File: config.mk
export PLATFORM = sky130hd
export DESIGN_NAME = seg_mmio
export DESIGN_NICKNAME = d
export VERILOG_FILES = /design/src/rtl/seg_mmio_pkg.sv /design/src/rtl/seg_mmio_hex7seg.sv /design/src/rtl/seg_mmio.sv
export SDC_FILE = /design/constraint.sdc
export NUM_CORES = 1
export LEC_CHECK = 0
export ABC_CLOCK_PERIOD_IN_PS = 1900
export CORE_MARGIN = 2
export CORE_UTILIZATION = 28
export DETAILED_ROUTE_END_ITERATION = 8
export PLACE_DENSITY = 0.56
export SLEW_MARGIN = 30
export SYNTH_ARGS = -nofsm -noshare
export SYNTH_HDL_FRONTEND = slang
export SYNTH_SLANG_ARGS = --single-unit
File: constraint.sdc
create_clock -name clk -period 1.9 [get_ports clk]
set_input_delay 0.19 -clock clk [delete_from_list [all_inputs] [get_ports clk]]
set_output_delay 0.19 -clock clk [all_outputs]
set_load 0.1 [all_outputs]
File: src/rtl/seg_mmio_pkg.sv
// Shared register map for the seven-segment MMIO responder: offsets, CTRL/STATUS
// bit positions and reset values, reused by software-visible tests.
package seg_mmio_pkg;

  localparam logic [1:0] OFS_VALUE  = 2'd0;
  localparam logic [1:0] OFS_CTRL   = 2'd1;
  localparam logic [1:0] OFS_STATUS = 2'd2;

  localparam int CTRL_EN_LSB    = 0;
  localparam int CTRL_DP_LSB    = 8;
  localparam int CTRL_BLANK_BIT = 16;

  localparam logic [31:0] CTRL_RESET = 32'h0000_00FF;
  localparam logic [31:0] CTRL_MASK  = 32'h0001_FFFF;

  localparam int STAT_PEND_BIT  = 3;
  localparam int STAT_FRAME_LSB = 8;

  function automatic logic [31:0] status_word(input logic [2:0] idx,
                                              input logic       pend,
                                              input logic [7:0] frame);
    return {16'h0000, frame, 4'h0, pend, idx};
  endfunction

endpackage

File: src/rtl/seg_mmio_hex7seg.sv
// Nibble to seven-segment pattern, bit order {g,f,e,d,c,b,a}, active-high.
module hex7seg (
  input  logic [3:0] nib_i,
  output logic [6:0] pat_o
);

  always_comb begin
    pat_o = 7'h00;
    case (nib_i)
      4'h0: pat_o = 7'h3F;
      4'h1: pat_o = 7'h06;
      4'h2: pat_o = 7'h5B;
      4'h3: pat_o = 7'h4F;
      4'h4: pat_o = 7'h66;
      4'h5: pat_o = 7'h6D;
      4'h6: pat_o = 7'h7D;
      4'h7: pat_o = 7'h07;
      4'h8: pat_o = 7'h7F;
      4'h9: pat_o = 7'h6F;
      4'hA: pat_o = 7'h77;
      4'hB: pat_o = 7'h7C;
      4'hC: pat_o = 7'h39;
      4'hD: pat_o = 7'h5E;
      4'hE: pat_o = 7'h79;
      4'hF: pat_o = 7'h71;
      default: pat_o = 7'h00;
    endcase
  end

endmodule

File: src/rtl/seg_mmio.sv
// Memory-mapped 8-digit seven-segment responder. VALUE writes are double-buffered
// and only reach the display at a scan-frame boundary.
module seg_mmio
  import seg_mmio_pkg::*;
#(
  parameter logic [7:0]  BASE = 8'hF0,
  parameter int unsigned DIV  = 1024
) (
  input  logic        clk,
  input  logic        n_rst,
  input  logic [7:0]  ad,
  input  logic [31:0] wdata,
  input  logic        wren,
  input  logic        rden,
  output logic        hit,
  output logic [31:0] rdata,
  output logic [63:0] seg_out,
  output logic [7:0]  seg_sel
);

  localparam int CW = (DIV > 1) ? $clog2(DIV) : 1;

  logic [CW-1:0] cnt_q, cnt_d;
  logic [2:0]    idx_q, idx_d;
  logic [7:0]    frame_q, frame_d;
  logic [31:0]   pending_q, pending_d;
  logic [31:0]   shown_q, shown_d;
  logic          pend_q, pend_d;
  logic [31:0]   ctrl_q, ctrl_d;
  logic [31:0]   rdata_q, rdata_d;
  logic [63:0]   seg_out_q, seg_out_d;
  logic [7:0]    seg_sel_q, seg_sel_d;

  logic [7:0]    offs;
  logic          in_win;
  logic          tick;
  logic          boundary;
  logic [31:0]   rd_mux;
  logic [6:0]    pat [8];

  // Modular difference keeps the window test correct for any BASE.
  assign offs     = ad - BASE;
  assign in_win   = (offs < 8'd3);
  assign hit      = in_win & (wren | rden);
  assign tick     = (cnt_q == CW'(DIV - 1));
  assign boundary = tick & (idx_q == 3'd7);

  always_comb begin
    rd_mux = 32'h0;
    case (offs[1:0])
      OFS_VALUE:  rd_mux = pending_q;
      OFS_CTRL:   rd_mux = ctrl_q;
      OFS_STATUS: rd_mux = status_word(idx_q, pend_q, frame_q);
      default:    rd_mux = 32'h0;
    endcase
  end

  always_comb begin
    cnt_d     = tick ? '0 : cnt_q + CW'(1);
    idx_d     = tick ? idx_q + 3'd1 : idx_q;
    frame_d   = boundary ? frame_q + 8'd1 : frame_q;
    pending_d = pending_q;
    shown_d   = shown_q;
    pend_d    = pend_q;
    ctrl_d    = ctrl_q;
    rdata_d   = rdata_q;
    if (boundary && pend_q) begin
      shown_d = pending_q;
      pend_d  = 1'b0;
    end
    // A store in the boundary cycle re-arms the flag after the commit above.
    if (wren && in_win) begin
      case (offs[1:0])
        OFS_VALUE: begin
          pending_d = wdata;
          pend_d    = 1'b1;
        end
        OFS_CTRL: ctrl_d = wdata & CTRL_MASK;
        default:  ;
      endcase
    end
    if (rden && in_win) rdata_d = rd_mux;
  end

  for (genvar g = 0; g < 8; g++) begin : g_dig
    hex7seg u_hex (
      .nib_i (shown_q[4*g +: 4]),
      .pat_o (pat[g])
    );
  end

  always_comb begin
    seg_out_d = 64'h0;
    for (int i = 0; i < 8; i++) begin
      if (ctrl_q[CTRL_EN_LSB + i] && !ctrl_q[CTRL_BLANK_BIT])
        seg_out_d[8*i +: 8] = {ctrl_q[CTRL_DP_LSB + i], pat[i]};
    end
    seg_sel_d = ctrl_q[CTRL_BLANK_BIT] ? 8'h00
                                       : ((8'h01 << idx_q) & ctrl_q[CTRL_EN_LSB +: 8]);
  end

  always_ff @(posedge clk or negedge n_rst) begin
    if (!n_rst) begin
      cnt_q     <= '0;
      idx_q     <= 3'd0;
      frame_q   <= 8'd0;
      pending_q <= 32'h0;
      shown_q   <= 32'h0;
      pend_q    <= 1'b0;
      ctrl_q    <= CTRL_RESET;
      rdata_q   <= 32'h0;
      seg_out_q <= 64'h3F3F_3F3F_3F3F_3F3F;
      seg_sel_q <= 8'h01;
    end else begin
      cnt_q     <= cnt_d;
      idx_q     <= idx_d;
      frame_q   <= frame_d;
      pending_q <= pending_d;
      shown_q   <= shown_d;
      pend_q    <= pend_d;
      ctrl_q    <= ctrl_d;
      rdata_q   <= rdata_d;
      seg_out_q <= seg_out_d;
      seg_sel_q <= seg_sel_d;
    end
  end

  assign rdata   = rdata_q;
  assign seg_out = seg_out_q;
  assign seg_sel = seg_sel_q;

endmodule

==> Yosys cells after proc, flatten, opt, wreduce, memory -nomap -nowiden <==
Memory sizes are Yosys's and may differ from the RTL's.
Index checks and enable logic that the tools add are counted.
{ "word_totals": {"romBits": 896, "register_bits": 207, "elab_cells": 61, "mem_bits_rw": 0, "out_inout_bits": 105, "n_memories": 8, "latchBits": 0, "in_bits": 44} }
{ "classes": {"eq_ne": 4, "reduce_logical": 15, "mux": 14, "order_cmp": 1, "bitwise_logic": 4, "mul": 0, "div_mod_pow": 0, "n_addsub": 4, "n_shift": 1} }
{ "mem_list": {"columns": ["memory", "words", "word_bits", "rd", "rd_clocked_by_memory_dff", "wr", "line", "text"], "rows": [
  ["(no name shown)", 16, 7, 1, 0, 0, "seg_mmio_hex7seg.sv:9", "case (nib_i)"],
  ["(no name shown)", 16, 7, 1, 0, 0, "seg_mmio_hex7seg.sv:9", null],
  ["(no name shown)", 16, 7, 1, 0, 0, "seg_mmio_hex7seg.sv:9", null],
  ["(no name shown)", 16, 7, 1, 0, 0, "seg_mmio_hex7seg.sv:9", null],
  ["(no name shown)", 16, 7, 1, 0, 0, "seg_mmio_hex7seg.sv:9", null],
  ["(no name shown)", 16, 7, 1, 0, 0, "seg_mmio_hex7seg.sv:9", null],
  ["+2 memories", null, null, null, null, null, null, null]
]} }
{ "op_table": {"columns": ["cell", "count"], "rows": [
  ["one-hot mux 32 bit (3 select lines)", 1],
  ["2-to-1 mux 8 bit", 9],
  ["logical AND 1 bit", 11],
  ["adder 10 x 1 -> 10 bit (second input constant)", 1],
  ["== test 10 bit (second input constant)", 1],
  ["2-to-1 mux 10 bit", 1],
  ["adder 8 x 1 -> 8 bit (second input constant)", 1],
  ["bitwise AND 8 bit", 1],
  ["less-than comparator 8 x 2 -> 1 bit (second input constant)", 1],
  ["left shift 1 x 3 -> 8 bit (first input constant)", 1],
  ["subtractor 8 bit (second input constant)", 1],
  ["AND reduction 2 bit", 2],
  ["adder 3 x 1 -> 3 bit (second input constant)", 1],
  ["== test 3 bit (second input constant)", 1],
  ["2-to-1 mux 1 bit", 3],
  ["bitwise AND 1 bit", 2],
  ["== test 2 x 1 -> 1 bit (second input constant)", 1],
  ["== test 2 bit (second input constant)", 1],
  ["zero test 2 bit", 1],
  ["zero test 1 bit", 1],
  ["OR 1 bit", 1]
]} }

==> Logic depth before layout (Yosys ltp) <==
{ "logic_depth": {"depth_word": 6, "depth_mapped": 7, "depth_no_buf": 6} }

==> Cells and area by module <==
A second synthesis with hierarchy kept.
{ "hier_totals": {"hier_cells": 853, "hier_area_um2": 10418.7} }
{ "modules_own_cells": {"columns": ["mod", "cells_each", "area_each_um2", "seq_area_each_um2", "n_inst"], "rows": [
  ["seg_mmio", 589, 8119.0, 5251.3, 1],
  ["hex7seg at g_dig[2].u_hex ...", 33, 287.8, 0.0, 6],
  ["hex7seg at g_dig[0].u_hex", 33, 290.3, 0.0, 1],
  ["hex7seg at g_dig[1].u_hex", 33, 282.8, 0.0, 1]
]} }

==> Least setup slack after synthesis <==
No wires, ideal clock.
{ "synth_timing": {"path_type": "register -> register", "start": "register idx_q[0]", "end": "register shown_q[10]", "setup_slack_ps": -32, "required_ps": 1775, "n_path_buf": 1, "arrival_ps": 1807, "setup_ps": 125, "stages_incl_launch_ff": 8, "synth_period_minus_slack_ps": 1932, "path_cell_list": "dfrtp_1 > ha_1 > ha_1 > inv_1 > nor4_4 > nand2_4 > buf_6 > mux2_4"} }
{ "synth_via": {"elab_chain_cells": 3} }
{ "synth_rtl": {"columns": ["item", "line", "text"], "rows": [
  ["start: declaration", "seg_mmio.sv:24", "logic [2:0] idx_q, idx_d;"],
  ["start signal: assignment", "seg_mmio.sv:116", "idx_q <= idx_d;"],
  ["== test 3 bit", "seg_mmio.sv:46", "assign boundary = tick & (idx_q == 3'd7);"],
  ["bitwise AND 1 bit", "seg_mmio.sv:46", null],
  ["logical AND 1 bit", "seg_mmio.sv:67", "if (boundary && pend_q) begin"],
  ["end signal: assignment", "seg_mmio.sv:119", "shown_q <= shown_d;"],
  ["end: declaration", "seg_mmio.sv:27", "logic [31:0] shown_q, shown_d;"]
]} }
Every way passes these cells.
A chain may end at the register's enable or synchronous reset.

==> Worst setup path in the final report <==
{ "layout_timing": {"start": "register idx_q[1]", "end": "register shown_q[25]"} }
Same word-level chain as after synthesis.

==> results_dict.tcl <==
set metrics [dict create \
    post-route-drc-count 0 \
    yosysSeqAreaShare 0.543 \
    grt_overflow_total 0 \
    r2r_end "shown_q[25]" \
    insertion_delay_ns 0.53 \
    cp_slowest_stage_delay_ns 0.36 \
    layout_min_cycle_time_ns 1.83 \
    critPathRequiredTime_ns 2.29 \
    cp-startpoint "idx_q[1]" \
    drive_gt1_frac 0.340 \
    finalNetCount 1079 \
    globalplace.congestion 0.780 \
    cts_tree "done" \
    cts_max_level 1 \
    syn_inst 825 \
    timing.rr.start "idx_q[1]" \
    crit_slowest_cell "dfrtp_1" \
    root_buffer "clkbuf_16" \
    grt_max_degree 65 \
    dr.pass1.iters 4 \
    grt.total_usage 0.135 \
    rrSetupSlack_ns 0.07 \
    ant_nets 0 \
    yosys_warnings 0 \
    rsz0062_at_grt "true" \
    crit_chain "ha_2 -> ha_4 -> inv_2 -> nor4_4 -> nand2_4 -> buf_12 -> mux2_4" \
    dp_hpwl_mm 17.5 \
    wirelength_mm 23.8 \
    die_h_um 190 \
    cts_inserted_buffers 24 \
    finalCoreUtilization 0.366 \
    die_width_um 190 \
    antenna_found_initial 0 \
    layout_common_cells "dfrtp_1 (150), buf_4 (126), nor2_1 (96)" \
    cap_violations 0 \
    period_share 0.965 \
    placed_cells 1414 \
    syn_area_um2 9680 \
    mostFrequentLayoutCell "dfrtp_1" \
    hold_class "in -> async" \
    vias 6557 \
    first_global_vias 6810 \
    synth_seq_cells 207 \
    status "completed" \
    synth_cell_types 40 \
    avgRoutedWirePerCell_um 16.3 \
    syn_nets 917 \
    io_buffer_count 148 \
    numClockSinks 207 \
    crit_path_start_kind "flop" \
    initial_core_util 0.282 \
    slew_headroom 0.607 \
    finalSetupViolCount 0 \
    setup_tns_ns 0 \
    io_pins 149 \
    r2r.worst_path.cells 7 \
    core_area_um2 34300 \
    via_per_inst 4.48 \
    drt_iter0_markers 300 \
    ir_drop_v 0.000533 \
    power_density_nw_per_um2 808 \
    clkTransAtPathRegs_ns 0.06 \
    hold_violations 0 \
    worstPathArrival_ns 2.23 \
    cp-end-kind "flop" \
    hold-worst-slack_ns 0.209 \
    p_leak_nw 5.80 \
    grt_pass1_wl_mm 38.3 \
    instances_no_fill 1462 \
    worst_pin_slew_ns 0.590 \
    cp_max_fo 24 \
    syn_to_final_growth_pct 29.8 \
    power_mw 10.1 \
    dieArea_um2 36100 \
    placementRows 68 \
    timing.fmax_mhz 545 \
    clock_skew_ns 0.0229 \
    slew_violations 0 \
    postSynthAreaPerCell_um2 11.7 \
    crit_end "shown_q[25]" \
    crit_type "reg -> reg" \
    clock_path_buffers 3 \
]
[state kept, by name, indices dropped and copies added, names as in the netlist]
register   cells
seg_sel        8
pending_q     32
shown_q       32
pend_q         1
seg_out       64
idx_q          3
rdata         32
cnt_q         10
ctrl_q        17
frame_q        8
[critical path: cells and delay by family (launching register included)]
kind | cells | cell delay [ns]
AND/OR/NAND/NOR | 2 | 0.42
flip-flops | 1 | 0.36
multiplexers | 1 | 0.32
adder cells (fa/ha/maj) | 2 | 0.34
buffers and inverters | 2 | 0.24
[Yosys cell counts (all sizes together)]
library cell  instances  share of area
and3                  2         0.0013
a21o                  1        0.00078
nor2                 96          0.037
xor2                  4         0.0036
o31ai                 6         0.0047
inv                  39          0.015
nor3b                 3         0.0023
o21a                  1        0.00078
nor3                  1        0.00052
a211oi                9         0.0070
nor4                  1         0.0022
a31o                  8         0.0072
mux4                  8          0.019
xnor2                11          0.010
a21oi                22          0.011
dfrtp               150           0.39
a2111o                1         0.0012
o21ai                29          0.015
a31oi                 8         0.0052
and4b                 1         0.0010
nand2                82          0.033
mux2i                33          0.034
nand4b                1        0.00091
o32ai                 8         0.0072
clkbuf               30          0.012
and4                  2         0.0018
a221oi               16          0.014
buf                  19          0.011
nand3                 3         0.0016
mux2                 82           0.11
nand2b               17          0.011
nor2b                18          0.012
ha                   48          0.062
dfstp                57           0.15
nand4                 8         0.0052
[metal layers]
metal,GRT usage,part of all wire
met1,0.186,0.46
met3,0.0312,0.058
met5,0,0
met4,0.0343,0.017
met2,0.216,0.47
[how the worst min path moves through the flow]
stage | start | end | slack (ns) | depth (start not counted)
3_5_place_dp | n_rst | seg_out[6] | 0.22 | 1
5_1_grt | n_rst | rdata[4] | 0.23 | 2
2_1_floorplan | n_rst | cnt_q[0] | -0.11 | 0
6_report | n_rst | seg_out[6] | 0.21 | 2
3_3_place_gp | n_rst | seg_out[6] | 0.21 | 1
4_1_cts | n_rst | rdata[6] | 0.21 | 2
[area by class of cell]
class | count | area, um^2
Tap cell | 455 | 569
Inverter | 39 | 146
Clock inverter | 9 | 131
Sequential cell | 207 | 5250
Antenna cell | 2 | 5.00
Multi-Input combinational cell | 530 | 4080
Clock buffer | 35 | 692
Timing Repair Buffer | 185 | 1690
Fill cell | 3362 | 21700
[cell families (layout without fill, tap and decap cells)]
family,count (synthesis),in the layout,synth area share
AO/OA/AOI/OAI,109,109,0.0749
XOR/XNOR,15,15,0.0136
adder cells (fa/ha/maj),48,48,0.0621
buffers and inverters,88,268,0.0378
flip-flops,207,207,0.543
multiplexers,123,123,0.160
other,0,2,0
AND/OR/NAND/NOR,235,235,0.109
[report_power, final]
group	internal, mW	total [mW]	switching (mW)
sequential	4.53	4.59	0.0540
combinational	0.253	0.811	0.558
clock	2.93	4.75	1.82
total	7.72	10.1	2.43
[timing repair]
item	CTS	global route
resized for setup	0	0
hold endpoints to repair	41	0
setup endpoints to repair	0	33
hold buffers	1	0
setup buffers	0	1
[per-stage QoR]
step	setup slack (ns)	instance area (um^2)
floorplan	-0.0120	9700
finish	0.0660	12600
global placement	-0.192	11700
detailed placement	-0.201	11700
global route	-0.0554	12600
CTS	0.0491	12600
Note: power is estimated with default switching activity, not from simulation.
